`config.mk`:
```
export PLATFORM = sky130hd
export DESIGN_NAME = bus_manager
export DESIGN_NICKNAME = d
export VERILOG_FILES = /design/src/rtl/bus_manager_pkg.sv /design/src/rtl/bus_timeout_counter.sv /design/src/rtl/bus_manager.sv
export SDC_FILE = /design/constraint.sdc
export NUM_CORES = 1
export LEC_CHECK = 0
export ABC_AREA = 1
export CAP_MARGIN = 10
export CORE_UTILIZATION = 30
export CTS_CLUSTER_SIZE = 30
export DETAILED_ROUTE_END_ITERATION = 7
export SLEW_MARGIN = 40
export SYNTH_ARGS = -nofsm -noshare
export SYNTH_HDL_FRONTEND = slang
export SYNTH_SLANG_ARGS = --single-unit
```
`constraint.sdc`:
```
create_clock -name clk -period 1.89 [get_ports clk]
set_clock_uncertainty 0.1 [all_clocks]
set_input_delay 0.2835 -clock clk [delete_from_list [all_inputs] [get_ports clk]]
set_output_delay 0.2835 -clock clk [all_outputs]
set_load 0.01 [all_outputs]
```
`src/rtl/bus_manager_pkg.sv`:
```
// ---------------------------------------------------------------------------
// Module  : bus_manager_pkg
// Brief   : Shared state type and timeout constants for the bus manager.
// Revision: 1.0 - initial release
// ---------------------------------------------------------------------------
`default_nettype none

package bus_manager_pkg;

    typedef enum logic [1:0] {
        IDLE  = 2'd0,
        BUSY  = 2'd1,
        DONE  = 2'd2,
        ERROR = 2'd3
    } bus_state_t;

    localparam int DEFAULT_TIMEOUT_CYCLES = 16;
    localparam int TIMER_W                = 6;

endpackage

`default_nettype wire

```
`src/rtl/bus_timeout_counter.sv`:
```
// ---------------------------------------------------------------------------
// Module  : bus_timeout_counter
// Brief   : Counts un-acknowledged bus cycles and flags when the limit is hit.
// Revision: 1.0 - initial release
// ---------------------------------------------------------------------------
`default_nettype none

module bus_timeout_counter
    import bus_manager_pkg::*;
(
    input  logic               clk,
    input  logic               nrst,
    input  logic               clear,
    input  logic               enable,
    input  logic [TIMER_W-1:0] limit,
    output logic               expired
);

    localparam logic [TIMER_W-1:0] c_one = TIMER_W'(1);

    logic [TIMER_W-1:0] count_q;
    logic [TIMER_W-1:0] count_d;

    always_comb begin
        count_d = count_q;
        if (clear) begin
            count_d = '0;
        end else if (enable) begin
            count_d = count_q + c_one;
        end
    end

    always_ff @(posedge clk or negedge nrst) begin
        if (!nrst) begin
            count_q <= '0;
        end else begin
            count_q <= count_d;
        end
    end

    // The count holds the number of completed wait cycles, so limit-1 marks the last one.
    assign expired = enable && (count_q == (limit - c_one));

endmodule

`default_nettype wire

```
`src/rtl/bus_manager.sv`:
```
// ---------------------------------------------------------------------------
// Module  : bus_manager
// Brief   : Single-transfer Wishbone master bridging memory-controller requests.
// Revision: 1.0 - initial release
// ---------------------------------------------------------------------------
`default_nettype none

module bus_manager
    import bus_manager_pkg::*;
#(
    parameter int TIMEOUT_CYCLES = DEFAULT_TIMEOUT_CYCLES
) (
    input  logic        clk,
    input  logic        nrst,
    input  logic        mem_read,
    input  logic        mem_write,
    input  logic [31:0] mem_address,
    input  logic [31:0] mem_wdata,
    input  logic [3:0]  mem_sel,
    output logic        bus_full,
    output logic [31:0] mem_rdata,
    output logic        mem_done,
    output logic        mem_err,
    output logic        wb_cyc,
    output logic        wb_stb,
    output logic        wb_we,
    output logic [3:0]  wb_sel,
    output logic [31:0] wb_adr,
    output logic [31:0] wb_dat_o,
    input  logic [31:0] wb_dat_i,
    input  logic        wb_ack_i
);

    localparam logic [TIMER_W-1:0] c_limit = TIMER_W'(TIMEOUT_CYCLES);

    bus_state_t  state_q, state_d;
    logic        we_q, we_d;
    logic [31:0] adr_q, adr_d;
    logic [31:0] wdat_q, wdat_d;
    logic [3:0]  sel_q, sel_d;
    logic [31:0] rdata_q, rdata_d;

    logic        w_busy;
    logic        w_expired;

    assign w_busy = (state_q == BUSY);

    always_comb begin
        state_d = state_q;
        we_d    = we_q;
        adr_d   = adr_q;
        wdat_d  = wdat_q;
        sel_d   = sel_q;
        rdata_d = rdata_q;
        case (state_q)
            IDLE: begin
                if (mem_read || mem_write) begin
                    state_d = BUSY;
                    we_d    = !mem_read;
                    adr_d   = mem_address;
                    wdat_d  = mem_wdata;
                    sel_d   = mem_sel;
                end
            end
            BUSY: begin
                // Ack is checked first so a late ack beats the timeout.
                if (wb_ack_i) begin
                    state_d = DONE;
                    if (!we_q) begin
                        rdata_d = wb_dat_i;
                    end
                end else if (w_expired) begin
                    state_d = ERROR;
                    rdata_d = '0;
                end
            end
            DONE:    state_d = IDLE;
            ERROR:   state_d = IDLE;
            default: state_d = IDLE;
        endcase
    end

    always_ff @(posedge clk or negedge nrst) begin
        if (!nrst) begin
            state_q <= IDLE;
            we_q    <= 1'b0;
            adr_q   <= '0;
            wdat_q  <= '0;
            sel_q   <= '0;
            rdata_q <= '0;
        end else begin
            state_q <= state_d;
            we_q    <= we_d;
            adr_q   <= adr_d;
            wdat_q  <= wdat_d;
            sel_q   <= sel_d;
            rdata_q <= rdata_d;
        end
    end

    bus_timeout_counter u_timeout (
        .clk     (clk),
        .nrst    (nrst),
        .clear   (!w_busy),
        .enable  (w_busy && !wb_ack_i),
        .limit   (c_limit),
        .expired (w_expired)
    );

    assign bus_full  = (state_q != IDLE);
    assign mem_done  = (state_q == DONE) || (state_q == ERROR);
    assign mem_err   = (state_q == ERROR);
    assign mem_rdata = rdata_q;

    assign wb_cyc    = w_busy;
    assign wb_stb    = w_busy;
    assign wb_we     = w_busy && we_q;
    assign wb_sel    = w_busy ? sel_q : 4'h0;
    assign wb_adr    = w_busy ? adr_q : 32'h0;
    assign wb_dat_o  = (w_busy && we_q) ? wdat_q : 32'h0;

endmodule

`default_nettype wire
```
# == After elaboration in Yosys (flattened, before gate mapping) ==
# Cells that the tools add are included.
# classes
add_sub_neg,1
n_mux,12
n_reduce_logical,14
n_eq_ne,8
# op_table
op,count
$mux 32,5
$mux 6,2
$add 6x1->6 const B,1
$eq 6x4->1 const B,1
$mux 2,3
$pmux 2 s3,1
$eq 2x2->1 const B,2
$mux 4,1
$ne 2x2->1 const B,2
$reduce_and 2->1,2
$reduce_bool 2->1,2
$logic_and 1x1->1,3
$ne 3x2->1 const B,1
$reduce_and 3->1,1
$eq 2x1->1 const B,1
$logic_not 1->1,2
$logic_not 2->1,1
$logic_or 1x1->1,2
$ne 2x1->1 const B,1
$reduce_or 2->1,1
# totals
out_inout_bits,106
ff_bits,109

# == Depth between registers and ports, before layout ==
# depth
ltp_word,6
depth_mapped,8

# == Hierarchy ==
# A second synthesis with hierarchy kept.
# hier_totals
hier_cells,682
area_unflattened_um2,5159.9
# by_module_without_submodules
module,cells_each,area_each_um2,instances
bus_manager,604,4631.9,1
bus_timeout_counter,78,528.0,1

# == Worst setup path before layout ==
# Ideal clock, no wire load.
# synth_path
path_type,register to output
start,register state_q[1]
end,output wb_dat_o[10]
setup_slack_ps,375
path_stages_with_launch,7
arrival_ps,1132
path_cell_list,dfrtp_1 nor2_4 inv_4 nor2_4 inv_2 buf_2 nor2_1
# synth_between
elab_chain_len,3
# synth_rtl
item,line,rtl
from (decl),bus_manager.sv:36,"bus_state_t state_q, state_d;"
from (signal assigned),bus_manager.sv:92,state_q <= state_d;
$eq 2x1->1,bus_manager.sv:46,assign w_busy = (state_q == BUSY);
$logic_and 1x1->1,n/a,
named net wb_we,bus_manager.sv:26,"output logic wb_we,"
$mux 32,bus_manager.sv:120,assign wb_dat_o = (w_busy && we_q) ? wdat_q : 32'h0;
to (decl),bus_manager.sv:29,"output logic [31:0] wb_dat_o,"
# The timed path passes the listed nets, and every way through them passes these cells.

# == Final worst setup path ==
# layout_path
start,register state_q[0]
end,output wb_dat_o[7]
# layout_between
elab_chain_len,3
# layout_rtl
item,line
$eq 2x1->1,bus_manager.sv:46
$logic_and 1x1->1,bus_manager.sv:120
$mux 32,bus_manager.sv:120
# Every way passes these cells.

==> impl_metrics.yaml <==
run_status:
  status: "complete, but fails checks"
  violations: "negative setup slack"
sta:
  max_freq_mhz: 511
  relSlewSlack_pct: 61.6
  setup-tns-final_ns: -0.847
  fin_crit_ns: 1.96
  min_period_over_period_pct: 103
  timing_hold_violations_final: 0
  slew_violations: 0
  rsz0062_at_grt: "true"
  setup_slack_ns: -0.0652
  tightest_slew_ns: 0.576
  setup-violations-final: 22
worst_setup_path:
  start_kind: "flop"
  path_delay_family: "buffers and inverters"
  crit_arrival_ns: 1.57
  slowest_delay_ns: 0.37
  worstPathRequired_ns: 1.51
  cpMostUsedCell: "nor2_4"
  rr_worst_depth: 6
  crit_slowest_cell: "dfrtp_1"
  path_class: "flop to output pin"
  cp_num_buf_inv: 4
  worstPathMaxFanout: 32
  cp-end-kind: "output pin"
  cp_cell_sequence: "inv_2 > nor2_4 > inv_4 > nor2_4 > inv_8 > nor2_1 > clkdlybuf4s15_2"
  worstReg2RegEnd: "mem_rdata[19]$_DFFE_PN0P_"
  r2r_setup_slack_ns: 0.33
  reg2reg_from: "we_q$_DFFE_PN0P_"
final_layout:
  final_cell_mix: "135 x clkdlybuf4s50_1, 123 x nor2_1, 109 x dfrtp_1"
  area_growth_pct: 57.3
  design_area_mm2: 0.00768
  n_antenna_cell: 0
  nets: 883
  post-route-util_pct: 48.4
  n_fill_cell: 1565
  drive_gt1_share_pct: 19.8
  final_common_cell: "clkdlybuf4s50_1"
grt:
  grt_pass1_vias: 4572
  antenna_found_initial: 0
  grt_util_met3_pct: 4.67
  grt_util_met1_pct: 21.7
  grtUsageTotal_pct: 17.0
  met2_usage_pct: 27.5
  grt_pass1_wl_um: 22200
  overflow: 0
  grt_most_used_layer: "met2"
  grt_max_degree: 110
floorplan:
  die_w_um: 130
  io_pins: 211
  die-area_mm2: 0.0168
  start_util_pct: 30.7
  rows: 46
  die_h_um: 130
  core-area_mm2: 0.0159
logic_synthesis:
  ys_warn_count: 0
  yosysSeqAreaShare_pct: 55.9
  synth_top_flop_cell: "dfrtp_1"
  synth_cells: 569
  synth.distinct_cells: 23
  synth_top_area_share_pct: 55.9
  ys_async_sr_fraction_pct: 100
  synth_seq_cells: 109
  synth_area_leaders: "dfrtp_1 56%, nor2_1 11%, a21oi_1 7.3%"
  yosysTopAreaCell: "dfrtp_1"
  syn-num-nets: 675
  synth_edf_count: 0
  syn_avg_cell_area_um2: 8.58
  netlist_area_mm2: 0.00488
drt:
  wl_per_cell_um: 13.8
  ant_nets: 0
  drt-vias-per-instance: 4.50
  drt_pre_antenna_iters: 4
  post-route-drc-count: 0
  drt_iter0_drc: 248
  vias: 4487
  routed_wl_um: 13800
clock_network:
  cts.sinks: 109
  insertion_delay_ns: 0.34
  clockRootBuffer: "clkbuf_16"
  cts_tree: "yes"
  htreeDepth: 3
  numCtsBuffers: 9
  clock_path_buffers: 2
  clk_pin_slew_ns: 0.08
power:
  p_leak_nw: 3.74
  peakVddDrop_uv: 664
  power_w: 0.0119
  powerDensity_mw_per_mm2: 1550
min_path:
  hp-start: "mem_rdata[11]$_DFFE_PN0P_"
  hold-path-endpoint: "mem_rdata[11]$_DFFE_PN0P_"
  hold_path.class: "flop to flop"
  min_path_cells: 2
run:
  max_cap_violations: 0
placed_design:
  dpl_cell_area_mm2: 0.00724
  portBuffers: 210
  place_congestion: 0.766
  place_hpwl_um: 9620
[sequential cells by signal, indices dropped and copies added (netlist names)]
| register | flops |
|---|---|
| sel_q | 4 |
| mem_rdata | 32 |
| adr_q | 32 |
| state_q | 2 |
| wdat_q | 32 |
| we_q | 1 |
| u_timeout.count_q | 6 |
[per-stage QoR]
stage / setup WS [ns] / cells / hold slack, ns
global route: -0.156 / 998 / 0.400
finish: -0.0652 / 998 / 0.399
CTS: -0.0950 / 997 / 0.388
global placement: -0.0461 / 975 / 0.310
detailed placement: -0.126 / 975 / 0.314
floorplan: 0.375 / 569 / -0.112
[worst register-to-register path: cells and delay by family (launching register included)]
kind,cells,cell delay [ns]
buf+inv,3,0.61
flops,1,0.40
simple gates,3,0.34
[cells by family after synthesis]
logic type               share of synthesized area (%)
buffers and inverters                             11.5
adder cells (fa/ha/maj)                          0.256
AND/OR/NAND/NOR                                   24.6
AO/OA/AOI/OAI                                     7.77
flip-flops                                        55.9
[how the worst max path moves through the flow]
stage                                      start           end  slack [ns]  cells after the start
after global routing      state_q[0]$_DFFE_PN0P_  wb_dat_o[27]       -0.16                      7
final                     state_q[0]$_DFFE_PN0P_   wb_dat_o[7]       -0.07                      7
after floorplan           state_q[1]$_DFFE_PN0P_  wb_dat_o[10]        0.37                      6
after global placement    state_q[1]$_DFFE_PN0P_   wb_dat_o[0]       -0.05                      6
after CTS                 state_q[0]$_DFFE_PN0P_  wb_dat_o[27]       -0.09                      7
after detailed placement  state_q[1]$_DFFE_PN0P_  wb_dat_o[27]       -0.13                      6
[cells in the mapped netlist, types with 2 or more instances]
library cell	number
a21oi_1	71
buf_2	19
buf_4	9
buf_6	7
clkbuf_1	6
dfrtp_1	109
inv_1	76
inv_2	2
nand2_1	43
nand3_1	25
nand3_2	10
nand4_1	33
nor2_1	145
nor2_4	3
nor3_1	2
o21ai_0	2
[routing by layer]
metal | wire length [um] | part of all wire [%]
met5 | 0 | 0
met4 | 160 | 1.2
met3 | 1230 | 8.9
met2 | 6520 | 47
met1 | 5900 | 43
[timing repair]
action	in CTS	in global routing
endpoints found under the setup margin	73	64
pin swaps	1	1
setup buffers	3	1
endpoints found under the hold margin	109	0
cloned	2	0
resized for setup	206	47
hold buffers	1	0
[where the power goes]
part           switching (W)  internal, W
Combinational        0.00327      0.00292
Clock               0.000866      0.00107
Sequential          0.000412      0.00339
[layout make-up]
type                       count  area (um2)  area share, %
clock buffer                  10         239           3.11
clock inverter                 6        68.8          0.896
inverter                      79         307           3.99
multi-input combinational    340        1660           21.7
sequential                   109        2730           35.5
tap                          216         270           3.52
timing repair buffer         238        2400           31.3
No activity file was read; power rests on OpenSTA's default activity.
